==> config.mk <==
export PLATFORM = sky130hd
export DESIGN_NAME = int_to_float
export DESIGN_NICKNAME = d
export VERILOG_FILES = /design/src/rtl/int_to_float.sv
export SDC_FILE = /design/constraint.sdc
export NUM_CORES = 1
export LEC_CHECK = 0
export CORE_AREA = 3 3 107 99
export CTS_CLUSTER_DIAMETER = 150
export DETAILED_ROUTE_END_ITERATION = 6
export DIE_AREA = 0 0 110 102
export PLACE_DENSITY = 0.77
export SKIP_CTS_REPAIR_TIMING = 1
export SLEW_MARGIN = 10
export SYNTH_ARGS = -nofsm -noshare
export SYNTH_HDL_FRONTEND = slang
export SYNTH_SLANG_ARGS = --single-unit
export TNS_END_PERCENT = 50
==> constraint.sdc <==
create_clock -name clk -period 10.25 [get_ports clk]
set_input_delay 3.075 -clock clk [delete_from_list [all_inputs] [get_ports clk]]
set_output_delay 3.075 -clock clk [all_outputs]
set_load 0.02 [all_outputs]
==> src/rtl/int_to_float.sv <==
// Multi-cycle 32-bit integer (signed or unsigned) to IEEE-754 single-precision converter.
// Normalises one bit per cycle, then rounds to nearest-even; start/done handshake.
module int_to_float #(
  parameter int EXP_BIAS = 127
) (
  input  logic        clk,
  input  logic        rst,
  input  logic        start,
  input  logic [31:0] a,
  input  logic        is_signed,
  output logic [31:0] z,
  output logic        done,
  output logic        busy,
  output logic        inexact
);

  typedef enum logic [1:0] {
    IDLE  = 2'd0,
    NORM  = 2'd1,
    ROUND = 2'd2
  } state_t;

  localparam logic [7:0] EXP_SEED = 8'(EXP_BIAS + 31);

  state_t      state;
  logic [31:0] mag;
  logic [7:0]  exp_q;
  logic        sign_q;

  logic        in_sign;
  logic [31:0] in_mag;
  logic [22:0] frac;
  logic        guard;
  logic        sticky;
  logic        round_up;
  logic        carry;
  logic [22:0] frac_inc;
  logic [22:0] frac_rounded;

  // -2^31 negates to 0x80000000, which is the correct unsigned magnitude
  assign in_sign = is_signed & a[31];
  assign in_mag  = in_sign ? (~a + 32'd1) : a;

  // Once mag[31] is set, bit 31 is the hidden one and the next 23 bits are the fraction
  assign frac         = mag[30:8];
  assign guard        = mag[7];
  assign sticky       = |mag[6:0];
  assign round_up     = guard & (sticky | frac[0]);
  assign frac_inc     = frac + 23'd1;
  assign carry        = round_up & (&frac);
  assign frac_rounded = round_up ? frac_inc : frac;

  assign busy = (state != IDLE);

  always_ff @(posedge clk) begin
    if (!rst) begin
      state   <= IDLE;
      z       <= 32'd0;
      done    <= 1'b0;
      inexact <= 1'b0;
      mag     <= 32'd0;
      exp_q   <= 8'd0;
      sign_q  <= 1'b0;
    end else begin
      done <= 1'b0;
      case (state)
        IDLE: begin
          if (start) begin
            if (in_mag == 32'd0) begin
              z       <= 32'd0;
              inexact <= 1'b0;
              done    <= 1'b1;
            end else begin
              mag    <= in_mag;
              sign_q <= in_sign;
              exp_q  <= EXP_SEED;
              state  <= NORM;
            end
          end
        end
        NORM: begin
          if (!mag[31]) begin
            mag   <= mag << 1;
            exp_q <= exp_q - 8'd1;
          end else begin
            state <= ROUND;
          end
        end
        ROUND: begin
          // A fraction carry bumps the exponent; the largest reachable value is 159
          z       <= {sign_q, exp_q + {7'd0, carry}, frac_rounded};
          inexact <= guard | sticky;
          done    <= 1'b1;
          state   <= IDLE;
        end
        default: state <= IDLE;
      endcase
    end
  end

endmodule
==> flow_summary.toml <==
[power_and_ir_drop]
pwr-share-clk_pct = 32.1
power_leakage_nw = 2.116
p_int_mw = 0.5191
switchingPower_mw = 0.2343
switching_share_pct = 31.10
pwr-share-comb_pct = 21.7
powerDensity_nw_per_um2 = 128.8
seq_power_share_pct = 46.2
ir_drop_mv = 0.1148

[timing]
slew_viol_final = 0
hold_violations = 0
final.setup_skew_ns = 0.009558
rsz0062_at_grt = "false"
holdWs_ns = 0.4722
max_freq_mhz = 149.3
finalSetupViolations = 0
fin_setup_tns_ns = 0
max_slew_margin_pct = 32.46
finalCritPeriodShare_pct = 65.33
worst_pin_slew_ns = 1.013
fin_crit_ns = 6.696

[layout]
final_cells = 764
mostFrequentLayoutCell = "dfxtp_1"
num-fill-cells = 895
drive_above_1_share_pct = 6.740
final_cell_mix = "77 x dfxtp_1, 70 x clkdlybuf4s50_1, 47 x nand2_1, 44 x nor2_1"
antenna_cells = 0
final_nets = 674
syn_to_final_growth_pct = 15.80

[floorplan]
coreArea_sq_um = 9572
rows = 34
die-area_sq_um = 11220
num_io_pins = 71
die_w_um = 110
die_y_um = 102
start_util_pct = 52.80

[grt]
grt_pass1_wl_um = 22690
grt_start_max_net_pins = 34
grt_pass1_vias = 4568
antenna_found_initial = 0
overflow = 0
track_usage_pct = 25.37

[logic_synthesis]
synth_edf_count = 0
synth_top_area_share_pct = 30.50
yosys_warnings = 0
synth_area_sq_um = 5054
yosysTopAreaCell = "dfxtp_1"
syn_inst = 599
async_reset_ff_share_pct = 0
synth-seq-area-share_pct = 30.50
avgSynthCellArea_sq_um = 8.437
synthesis.nets = 640
ys_ff_latch = 77
synth_cell_types = 81
yosys-top-cells-area = "dfxtp_1 31%, xnor2_1 5.2%, a22o_1 5.0%"
ys.flop_type = "dfxtp_1"

[clock_network]
clkSlewWorstSetupHoldPaths_ns = 0.08
numCtsBuffers = 9
cts_tree = "built"
worstSkewPairLatency_ns = 0.36
cts_buffer_depth = 2
htreeDepth = 3
cts.sinks = 77
clk_root_buffer_cell = "clkbuf_8"

[min_path]
holdPathStages = 1
hp-class = "flop to flop"

[drt]
ant_nets = 0
drt_pass1_iterations = 5
avgViaCountPerCell = 6.315
drcViolationCount = 0
routed_wl_um = 13810
routedWlPerCell_um = 18.07
vias = 4825
first_iter_violations = 444

[critical_path]
end_kind = "flop"
crit_path_max_fanout = 21
cp.arrival_ns = 6.95
r2r_cells = 13
crit_required_ns = 10.50
critical_path_class = "primary input to flop"
startpoint_type = "primary input"

[placed_design]
dp_hpwl_um = 10030
dpl.cell_count = 747
gp_congestion = 0.9407
port-buffer-count = 70

[job]
cap_violations = 0

[outcome]
status = "completed"
## synthesized netlist by cell type (all sizes together) (4+ instances only)
cell type and n:
a211oi 4, a21oi 31, a22o 29, a311oi 5, a31oi 5, a41oi 6
and2 5, and3 10, buf 18, clkbuf 32, dfxtp 77, ha 5
inv 11, mux2i 11, nand2 47, nand3 25, nand4 13, nor2 46
nor2b 4, nor3 26, nor4 12, o211a 5, o21a 15, o21ai 26
o2bb2ai 4, o31ai 8, o41ai 5, or3 4, or4 4, xnor2 30
xor2 26
## cell families (layout without fill, tap and decap cells)
logic type      Yosys count  after routing  share of synthesized area [%]
fa+ha+maj                 5              5                          1.238
compound gates          174            174                          26.22
buf+inv                  64            103                          7.155
flops                    77             77                          30.50
simple gates            212            212                          23.00
xor+xnor                 56             56                          9.705
mux                      11             11                          2.179
## power by group through the flow
stage	Sequential [mW]	Combinational, mW	Clock [mW]
after floorplan	0.343	0.122	0
after global placement	0.353	0.156	0
after detailed placement	0.354	0.160	0
after CTS	0.347	0.161	0.246
after global routing	0.352	0.180	0.259
final	0.348	0.164	0.242
## worst max-delay path, cell delays in order
cell,delay [ns]
clkdlybuf4s50_1,0.58
nor4_2,0.67
nand4_1,0.36
o41ai_1,0.41
xor2_1,0.32
nand3_1,0.17
nor2_4,0.17
a21o_4,0.24
nand2_1,0.46
o221a_1,0.46
## flip-flops by register name, indices dropped and copies added (netlist names)
name     flops
done         1
exp_q        8
inexact      1
mag         32
sign_q       1
z           32
state        2
## per-stage QoR
step	instance area [sq um]	total power, mW	setup WS, ns	utilization (%)
2_1_floorplan	5054	0.4649	4.604	-
3_3_place_gp	5625	0.5095	3.161	58.77
3_5_place_dp	5625	0.5143	3.133	58.77
4_1_cts	5837	0.7546	3.507	60.98
5_1_grt	5852	0.7914	3.317	61.14
6_report	5852	0.7535	3.554	61.14
## layout make-up
type | instances | area, sq um | share of cell area [%]
clock buffer | 13 | 168.9 | 2.886
sequential | 77 | 1541 | 26.34
inverter | 12 | 45.04 | 0.7697
timing repair buffer | 75 | 745.7 | 12.74
multi-input combinational | 458 | 3151 | 53.84
tap | 126 | 157.7 | 2.694
clock inverter | 3 | 42.54 | 0.7270
## final timing paths
kind	startpoint	slack, ns	to
worst max register to register	mag[8]	7.16	z[29]
worst min register to register	z[1]	0.47	z[1]
worst min-delay path	z[1]	0.47	z[1]
worst max-delay path	a[10]	3.55	mag[16]
## metal layers
layer	wire length (um)	global-route usage, %	part of all wire [%]
met3	898	4.422	6.5
met4	223	7.766	1.6
met1	6096	33.80	44
met2	6587	41.98	48
met5	0	0	0
(Power assumes the default switching activity.)
